File: src/rtl/db_dram_arb_if.sv
// Bus bundle between the two DRAM requesters, the arbiter and the DRAM PHY controller.
// slave  : the arbiter side.
// master : the environment side (both requesters plus the DRAM controller).
interface db_dram_arb_if #(
  parameter int RAM_ADDR   = 22,
  parameter int RAM_DWIDTH = 32
);
  logic                  req0_valid;
  logic                  req0_ready;
  logic                  req0_we;
  logic [RAM_ADDR-1:0]   req0_addr;
  logic [RAM_DWIDTH-1:0] req0_wdata;
  logic                  rsp0_valid;
  logic                  rsp0_err;
  logic [RAM_DWIDTH-1:0] rsp0_rdata;

  logic                  req1_valid;
  logic                  req1_ready;
  logic                  req1_we;
  logic [RAM_ADDR-1:0]   req1_addr;
  logic [RAM_DWIDTH-1:0] req1_wdata;
  logic                  rsp1_valid;
  logic                  rsp1_err;
  logic [RAM_DWIDTH-1:0] rsp1_rdata;

  logic                  dram_wr_en;
  logic                  dram_rd_en;
  logic [RAM_ADDR-1:0]   dram_addr;
  logic [RAM_DWIDTH-1:0] dram_wr_din;
  logic [RAM_DWIDTH-1:0] dram_rd_dout;
  logic                  dram_rd_valid;

  modport slave (
    input  req0_valid, req0_we, req0_addr, req0_wdata,
    output req0_ready, rsp0_valid, rsp0_err, rsp0_rdata,
    input  req1_valid, req1_we, req1_addr, req1_wdata,
    output req1_ready, rsp1_valid, rsp1_err, rsp1_rdata,
    output dram_wr_en, dram_rd_en, dram_addr, dram_wr_din,
    input  dram_rd_dout, dram_rd_valid
  );

  modport master (
    output req0_valid, req0_we, req0_addr, req0_wdata,
    input  req0_ready, rsp0_valid, rsp0_err, rsp0_rdata,
    output req1_valid, req1_we, req1_addr, req1_wdata,
    input  req1_ready, rsp1_valid, rsp1_err, rsp1_rdata,
    input  dram_wr_en, dram_rd_en, dram_addr, dram_wr_din,
    output dram_rd_dout, dram_rd_valid
  );
endinterface

File: src/rtl/db_dram_arb.sv
// Two-requester arbiter for the key-value store DRAM port.
// Requester 0 is the lookup/update path, requester 1 the aging engine. One command
// at a time, at most one read in flight; a read that never returns is turned into
// an error response after TIMEOUT cycles.
//
// state     | meaning
// ----------+------------------------------------------------------------
// S_IDLE    | waiting for a command; ready is offered to the granted side
// S_CMD     | registered DRAM strobe is on the bus for this single cycle
// S_RD_WAIT | read issued, waiting for dram_rd_valid or the timeout
module db_dram_arb #(
  parameter int RAM_ADDR   = 22,
  parameter int RAM_DWIDTH = 32,
  parameter int TIMEOUT    = 64,
  parameter int CNT_WIDTH  = 16
) (
  input  logic                 clk,
  input  logic                 rst,
  db_dram_arb_if.slave         bus,
  output logic [CNT_WIDTH-1:0] stat_timeouts
);

  // Timer only has to reach TIMEOUT-1 before the FSM leaves RD_WAIT.
  localparam int TW = (TIMEOUT > 2) ? $clog2(TIMEOUT) : 1;
  localparam logic [TW-1:0]        T_LAST   = TW'(TIMEOUT - 1);
  localparam logic [TW-1:0]        T_ONE    = TW'(1);
  localparam logic [CNT_WIDTH-1:0] STAT_ONE = CNT_WIDTH'(1);

  typedef enum logic [1:0] {
    S_IDLE    = 2'd0,
    S_CMD     = 2'd1,
    S_RD_WAIT = 2'd2
  } state_t;

  state_t state, next_state;

  logic                  last_grant;
  logic                  owner;
  logic                  cmd_we;
  logic [TW-1:0]         timer;

  logic                  gnt;
  logic                  accept;
  logic                  rdy0;
  logic                  rdy1;
  logic                  sel_we;
  logic [RAM_ADDR-1:0]   sel_addr;
  logic [RAM_DWIDTH-1:0] sel_wdata;
  logic                  timed_out;

  logic                  wr_en_q;
  logic                  rd_en_q;
  logic [RAM_ADDR-1:0]   addr_q;
  logic [RAM_DWIDTH-1:0] din_q;
  logic                  rsp0_valid_q;
  logic                  rsp0_err_q;
  logic [RAM_DWIDTH-1:0] rsp0_rdata_q;
  logic                  rsp1_valid_q;
  logic                  rsp1_err_q;
  logic [RAM_DWIDTH-1:0] rsp1_rdata_q;
  logic [CNT_WIDTH-1:0]  stat_q;

  // State register.
  always_ff @(posedge clk) begin
    if (rst) state <= S_IDLE;
    else     state <= next_state;
  end

  // Grant selection, ready generation and next-state decode.
  always_comb begin
    next_state = state;
    gnt        = 1'b0;
    accept     = 1'b0;
    rdy0       = 1'b0;
    rdy1       = 1'b0;
    case (state)
      S_IDLE: begin
        if (bus.req0_valid && bus.req1_valid) begin
          gnt    = ~last_grant;
          accept = 1'b1;
        end else if (bus.req0_valid) begin
          gnt    = 1'b0;
          accept = 1'b1;
        end else if (bus.req1_valid) begin
          gnt    = 1'b1;
          accept = 1'b1;
        end
        rdy0 = accept & ~gnt;
        rdy1 = accept & gnt;
        if (accept) next_state = S_CMD;
      end
      S_CMD: begin
        next_state = cmd_we ? S_IDLE : S_RD_WAIT;
      end
      S_RD_WAIT: begin
        if (bus.dram_rd_valid || (timer == T_LAST)) next_state = S_IDLE;
      end
      default: next_state = S_IDLE;
    endcase
  end

  // Mux the granted requester's command fields.
  always_comb begin
    sel_we    = gnt ? bus.req1_we    : bus.req0_we;
    sel_addr  = gnt ? bus.req1_addr  : bus.req0_addr;
    sel_wdata = gnt ? bus.req1_wdata : bus.req0_wdata;
  end

  // Data beats the timeout when both land in the same cycle.
  assign timed_out = (state == S_RD_WAIT) && !bus.dram_rd_valid && (timer == T_LAST);

  // Command capture, DRAM strobes, read-response routing and timeout statistics.
  always_ff @(posedge clk) begin
    if (rst) begin
      last_grant   <= 1'b1;
      owner        <= 1'b0;
      cmd_we       <= 1'b0;
      timer        <= '0;
      wr_en_q      <= 1'b0;
      rd_en_q      <= 1'b0;
      addr_q       <= '0;
      din_q        <= '0;
      rsp0_valid_q <= 1'b0;
      rsp0_err_q   <= 1'b0;
      rsp0_rdata_q <= '0;
      rsp1_valid_q <= 1'b0;
      rsp1_err_q   <= 1'b0;
      rsp1_rdata_q <= '0;
      stat_q       <= '0;
    end else begin
      wr_en_q      <= 1'b0;
      rd_en_q      <= 1'b0;
      rsp0_valid_q <= 1'b0;
      rsp0_err_q   <= 1'b0;
      rsp0_rdata_q <= '0;
      rsp1_valid_q <= 1'b0;
      rsp1_err_q   <= 1'b0;
      rsp1_rdata_q <= '0;
      case (state)
        S_IDLE: begin
          if (accept) begin
            owner      <= gnt;
            cmd_we     <= sel_we;
            last_grant <= gnt;
            addr_q     <= sel_addr;
            wr_en_q    <= sel_we;
            rd_en_q    <= ~sel_we;
            if (sel_we) din_q <= sel_wdata;
          end
        end
        S_CMD: begin
          timer <= '0;
        end
        S_RD_WAIT: begin
          timer <= timer + T_ONE;
          if (bus.dram_rd_valid) begin
            if (owner) begin
              rsp1_valid_q <= 1'b1;
              rsp1_rdata_q <= bus.dram_rd_dout;
            end else begin
              rsp0_valid_q <= 1'b1;
              rsp0_rdata_q <= bus.dram_rd_dout;
            end
          end else if (timed_out) begin
            if (owner) begin
              rsp1_valid_q <= 1'b1;
              rsp1_err_q   <= 1'b1;
            end else begin
              rsp0_valid_q <= 1'b1;
              rsp0_err_q   <= 1'b1;
            end
            if (stat_q != '1) stat_q <= stat_q + STAT_ONE;
          end
        end
        default: ;
      endcase
    end
  end

  assign bus.req0_ready  = rdy0;
  assign bus.req1_ready  = rdy1;
  assign bus.dram_wr_en  = wr_en_q;
  assign bus.dram_rd_en  = rd_en_q;
  assign bus.dram_addr   = addr_q;
  assign bus.dram_wr_din = din_q;
  assign bus.rsp0_valid  = rsp0_valid_q;
  assign bus.rsp0_err    = rsp0_err_q;
  assign bus.rsp0_rdata  = rsp0_rdata_q;
  assign bus.rsp1_valid  = rsp1_valid_q;
  assign bus.rsp1_err    = rsp1_err_q;
  assign bus.rsp1_rdata  = rsp1_rdata_q;
  assign stat_timeouts   = stat_q;

endmodule

File: src/flat_wrapper.sv
// flat-port wrapper written by rule: the top's interface ports become plain ports
module db_dram_arb_flat 
#(
  parameter int RAM_ADDR   = 22,
  parameter int RAM_DWIDTH = 32,
  parameter int TIMEOUT    = 64,
  parameter int CNT_WIDTH  = 16
)
  (clk, rst, stat_timeouts, bus_req0_valid, bus_req0_we, bus_req0_addr, bus_req0_wdata, bus_req0_ready, bus_rsp0_valid, bus_rsp0_err, bus_rsp0_rdata, bus_req1_valid, bus_req1_we, bus_req1_addr, bus_req1_wdata, bus_req1_ready, bus_rsp1_valid, bus_rsp1_err, bus_rsp1_rdata, bus_dram_wr_en, bus_dram_rd_en, bus_dram_addr, bus_dram_wr_din, bus_dram_rd_dout, bus_dram_rd_valid);
  db_dram_arb_if #(.RAM_ADDR(RAM_ADDR), .RAM_DWIDTH(RAM_DWIDTH)) bus_i ();
  input  logic clk;
  input  logic rst;
  output logic [CNT_WIDTH-1:0] stat_timeouts;
  input wire logic [$bits(bus_i.req0_valid)-1:0] bus_req0_valid;
  input wire logic [$bits(bus_i.req0_we)-1:0] bus_req0_we;
  input wire logic [$bits(bus_i.req0_addr)-1:0] bus_req0_addr;
  input wire logic [$bits(bus_i.req0_wdata)-1:0] bus_req0_wdata;
  output wire logic [$bits(bus_i.req0_ready)-1:0] bus_req0_ready;
  output wire logic [$bits(bus_i.rsp0_valid)-1:0] bus_rsp0_valid;
  output wire logic [$bits(bus_i.rsp0_err)-1:0] bus_rsp0_err;
  output wire logic [$bits(bus_i.rsp0_rdata)-1:0] bus_rsp0_rdata;
  input wire logic [$bits(bus_i.req1_valid)-1:0] bus_req1_valid;
  input wire logic [$bits(bus_i.req1_we)-1:0] bus_req1_we;
  input wire logic [$bits(bus_i.req1_addr)-1:0] bus_req1_addr;
  input wire logic [$bits(bus_i.req1_wdata)-1:0] bus_req1_wdata;
  output wire logic [$bits(bus_i.req1_ready)-1:0] bus_req1_ready;
  output wire logic [$bits(bus_i.rsp1_valid)-1:0] bus_rsp1_valid;
  output wire logic [$bits(bus_i.rsp1_err)-1:0] bus_rsp1_err;
  output wire logic [$bits(bus_i.rsp1_rdata)-1:0] bus_rsp1_rdata;
  output wire logic [$bits(bus_i.dram_wr_en)-1:0] bus_dram_wr_en;
  output wire logic [$bits(bus_i.dram_rd_en)-1:0] bus_dram_rd_en;
  output wire logic [$bits(bus_i.dram_addr)-1:0] bus_dram_addr;
  output wire logic [$bits(bus_i.dram_wr_din)-1:0] bus_dram_wr_din;
  input wire logic [$bits(bus_i.dram_rd_dout)-1:0] bus_dram_rd_dout;
  input wire logic [$bits(bus_i.dram_rd_valid)-1:0] bus_dram_rd_valid;
  assign bus_i.req0_valid = bus_req0_valid;
  assign bus_i.req0_we = bus_req0_we;
  assign bus_i.req0_addr = bus_req0_addr;
  assign bus_i.req0_wdata = bus_req0_wdata;
  assign bus_req0_ready = bus_i.req0_ready;
  assign bus_rsp0_valid = bus_i.rsp0_valid;
  assign bus_rsp0_err = bus_i.rsp0_err;
  assign bus_rsp0_rdata = bus_i.rsp0_rdata;
  assign bus_i.req1_valid = bus_req1_valid;
  assign bus_i.req1_we = bus_req1_we;
  assign bus_i.req1_addr = bus_req1_addr;
  assign bus_i.req1_wdata = bus_req1_wdata;
  assign bus_req1_ready = bus_i.req1_ready;
  assign bus_rsp1_valid = bus_i.rsp1_valid;
  assign bus_rsp1_err = bus_i.rsp1_err;
  assign bus_rsp1_rdata = bus_i.rsp1_rdata;
  assign bus_dram_wr_en = bus_i.dram_wr_en;
  assign bus_dram_rd_en = bus_i.dram_rd_en;
  assign bus_dram_addr = bus_i.dram_addr;
  assign bus_dram_wr_din = bus_i.dram_wr_din;
  assign bus_i.dram_rd_dout = bus_dram_rd_dout;
  assign bus_i.dram_rd_valid = bus_dram_rd_valid;
  db_dram_arb #(.RAM_ADDR(RAM_ADDR), .RAM_DWIDTH(RAM_DWIDTH), .TIMEOUT(TIMEOUT), .CNT_WIDTH(CNT_WIDTH)) u_core (.clk(clk), .rst(rst), .bus(bus_i), .stat_timeouts(stat_timeouts));
endmodule
File: config.mk
export PLATFORM = sky130hd
export DESIGN_NAME = db_dram_arb_flat
export DESIGN_NICKNAME = d
export VERILOG_FILES = /design/src/rtl/db_dram_arb_if.sv /design/src/rtl/db_dram_arb.sv /design/src/flat_wrapper.sv
export SDC_FILE = /design/constraint.sdc
export NUM_CORES = 1
export LEC_CHECK = 0
export BUFFER_PORTS_ARGS = -buffer_cell sky130_fd_sc_hd__buf_4
export CORE_UTILIZATION = 42
export DETAILED_ROUTE_END_ITERATION = 8
export GPL_TIMING_DRIVEN = 0
export HOLD_SLACK_MARGIN = 0.06
export PLACE_DENSITY = 0.83
export SLEW_MARGIN = 10
export SYNTH_ARGS = -nofsm -noshare
export SYNTH_HDL_FRONTEND = slang
export SYNTH_SLANG_ARGS = --single-unit
File: constraint.sdc
create_clock -name clk -period 5.6 [get_ports clk]
set_input_delay 0.56 -clock clk [delete_from_list [all_inputs] [get_ports clk]]
set_output_delay 0.56 -clock clk [all_outputs]
set_load 0.1 [all_outputs]
==> out/metrics.csv <==
metric,value,unit
status,"complete, no violations",
Worst Clk Skew,7.13,ps
slew of the pin with the lowest slew margin,775,ps
Top Ports,289,
CTS sink count,151,
peak supply drop,0.274,mV
hold worst-path end,u_core.bus.rsp1_rdata[18],
DP Worst Slack,2960,ps
RSZ-0062 raised after global routing,false,
Pleak,4.11,nW
share of layout cells above drive strength 1,34.6,%
setup_tns,0,ps
cells along the critical path,"inv_1, ha_1, and2_1, and2_1, buf_2, clkbuf_1, buf_4",
CTS tree,built,
"EDFF count, synth",0,
max capacitance violation total,0,
routed wire length per instance,16.4,um
Crit. End Element,output port,
FF-to-FF Start,u_core.state[0],
site row count,43,
Final Cycle Share,54.8,%
CP max-delay cell,clkbuf_1,
Routed WL,19100,um
via count,6129,
most frequent cells in the layout,"288 x buf_4, 151 x dfxtp_1, 91 x and2_1",
count of final setup violators,0,
Synth Area in Adders,1.21,%
final core occ,65.1,%
Worst path most repeated cell,and2_1,
Synth Area in Compound Gates,21.2,%
GRT Util Overall,24.4,%
fmax,326,MHz
mapped cell area,6180,um^2
Tot Pwr,3.41,mW
ant diodes,0,
initial antenna violation count,0,
Max-Slew Margin vs Limit,47.0,%
I/O Buffers,288,
Vias per Instance,5.24,
sw frac,37.3,%
hold depth,2,
Die ar.,15200,um^2
Hold Buf Count CTS,0,
largest net degree at the start of global routing,17,
r2r setup slk,3110,ps
largest family of logic cells by synthesized area,simple AND/OR/NAND/NOR gates,
CTS Buffer Depth,2,
Hold Path Class,in -> reg,
XOR/XNOR share of the synthesized area,0.425,%
Hold Path Origin,bus_dram_rd_dout[18],
grt total ovfl,0,
# Post-CTS Setup Buffers,0,
Detailed Route Iter0 Violations,324,
asr flop ratio synth,0,%
CP Max Fanout,10,
Critical Path Source Type,register,
Routed Antenna Nets,0,
drt drc,0,
combinational power share,30.2,%
Post-CTS Resized,0,
Starting Density,43.9,%
WP data required,5040,ps
reg2reg path depth,8,
endpoints failing hold,0,
Worst-path clk slew,60,ps
synth warn,0,
# H-tree levels,4,
Detailed Place HPWL,14500,um
Avg Inst Size Synth,9.22,um^2
P&R area growth vs syn,48.4,%
TritonCTS Buffers,17,
CP max stage delay,460,ps
Switch Pwr,1.27,mW
simple-gate share of the synthesized area,22.0,%
register area share after synthesis,48.9,%
register bit total from synthesis,151,
nets,1131,
r2r endpoint,u_core.bus.dram_wr_din[10],
chip height,123,um
vias in the first global route,5694,
Worst Hold Slack,350,ps
GP Congestion,0.904,
"Clk Latency, worst-skew pair",420,ps
critical path type,reg -> out,
first-pass GRT wire length,28400,um
core box area,14100,um^2
Period minus WS final,3070,ps
number of distinct library cells after synthesis,43,
Mapped Cells,671,
syn nets,824,
share of power burned in registers,34.8,%
CTS Root Cell,clkbuf_16,
Clock power frac,34.9,%
final setup margin,2530,ps
Die Width,123,um
mux cell area share after synthesis,0.182,%
Pwr Density,371,nW/um^2
Final Slew Violations,0,
first-pass detailed-route iteration total,4,
"commonest non-fill, non-tap cell in the layout",buf_4,
Arrival @ worst endpoint,2510,ps
P_int,2.13,mW
Most used DFF post-synth,dfxtp_1,
-- kinds of logic after synthesis --
group	count (synthesis)
xor gates and xnor gates	3
adders and majority gates	6
and+or+nand+nor	225
AOI/OAI and AO/OA	190
buffers and inverters	95
DFF	151
muxes	1
-- cells in the mapped netlist (2+ instances only) --
| cell | n | area share [%] |
|---|---|---|
| dfxtp_1 | 151 | 49 |
| and2_1 | 91 | 9.2 |
| a21oi_1 | 45 | 3.6 |
| clkbuf_1 | 41 | 2.5 |
| inv_1 | 39 | 2.4 |
| and3_1 | 37 | 3.7 |
| nand2_1 | 33 | 2.0 |
| a2111oi_0 | 32 | 4.5 |
| a211oi_1 | 32 | 3.9 |
| a21boi_0 | 27 | 3.3 |
| o22ai_1 | 22 | 2.2 |
| buf_2 | 14 | 1.1 |
| o31ai_1 | 13 | 1.6 |
| or4_1 | 12 | 1.5 |
| nand3_1 | 11 | 0.89 |
| nand4_1 | 8 | 0.81 |
| nor2_1 | 8 | 0.49 |
| o21ai_0 | 7 | 0.57 |
| a21boi_1 | 6 | 0.73 |
| ha_1 | 6 | 1.2 |
| nor3_1 | 3 | 0.24 |
| or3_1 | 3 | 0.30 |
| xor2_1 | 3 | 0.42 |
| a211o_1 | 2 | 0.28 |
| a21o_1 | 2 | 0.24 |
| and3_2 | 2 | 0.24 |
| nand2b_1 | 2 | 0.20 |
| nand3b_1 | 2 | 0.24 |
| nor3b_1 | 2 | 0.24 |
| or2_2 | 2 | 0.20 |
-- layer usage --
metal,vias to the layer above,part of all wire (%),GRT usage (%)
li1,3007,-,-
met1,2878,42,29.1
met2,213,50,41.9
met3,31,5.7,6.55
met4,0,2.1,8.43
met5,-,0,0
-- per-stage QoR --
step	instances	instance area (um^2)
3_3_place_gp	1139	8570
5_1_grt	1169	9180
6_report	1169	9180
3_5_place_dp	1139	8570
4_1_cts	1169	9180
2_1_floorplan	671	6180
-- registers in the layout, indices dropped and copies added, names as in the netlist --
register	flops
u_core.bus.dram_addr	22
u_core.timer	6
u_core.state	2
u_core.bus.rsp0_valid	1
u_core.stat_timeouts	16
u_core.bus.dram_rd_en	1
u_core.bus.rsp1_rdata	32
u_core.bus.rsp1_valid	1
u_core.cmd_we	1
u_core.bus.rsp0_err	1
u_core.last_grant	1
u_core.bus.rsp0_rdata	32
u_core.bus.dram_wr_en	1
u_core.bus.dram_wr_din	32
u_core.owner	1
u_core.bus.rsp1_err	1
-- power groups by stage --
| stage | registers (mW) | logic (mW) | clock network [mW] |
|---|---|---|---|
| 6_report | 1.19 | 1.03 | 1.19 |
| 5_1_grt | 1.19 | 1.08 | 1.25 |
| 2_1_floorplan | 1.68 | 0.276 | 0 |
| 4_1_cts | 1.19 | 1.03 | 1.20 |
| 3_3_place_gp | 1.21 | 1.02 | 0 |
| 3_5_place_dp | 1.21 | 1.02 | 0 |
-- final cells by class --
| cell class | count | area, um^2 |
|---|---|---|
| tap | 180 | 225 |
| inverter | 39 | 146 |
| buffer | 56 | 228 |
| multi-input combinational | 425 | 2790 |
| fill | 1175 | 4920 |
| clock buffer | 18 | 439 |
| sequential | 151 | 3020 |
| timing repair buffer | 288 | 2160 |
| clock inverter | 12 | 169 |
-- worst max-delay path by stage --
stage | startpoint | end | cells past startpoint
6_report | u_core.state[1] | bus_req1_ready | 7
5_1_grt | u_core.state[1] | bus_req1_ready | 7
4_1_cts | u_core.state[1] | bus_req1_ready | 7
3_5_place_dp | u_core.state[0] | bus_req1_ready | 7
3_3_place_gp | u_core.state[0] | bus_req1_ready | 7
2_1_floorplan | u_core.state[0] | bus_req1_ready | 6
-- worst max-delay path, delay by kind of cell, from the launching register on --
family                     cells  cell delay, ps
adders and majority gates      1             270
buffers and inverters          4            1140
DFF                            1             330
and+or+nand+nor                2             350
No activity file was read; power rests on OpenSTA's default activity.
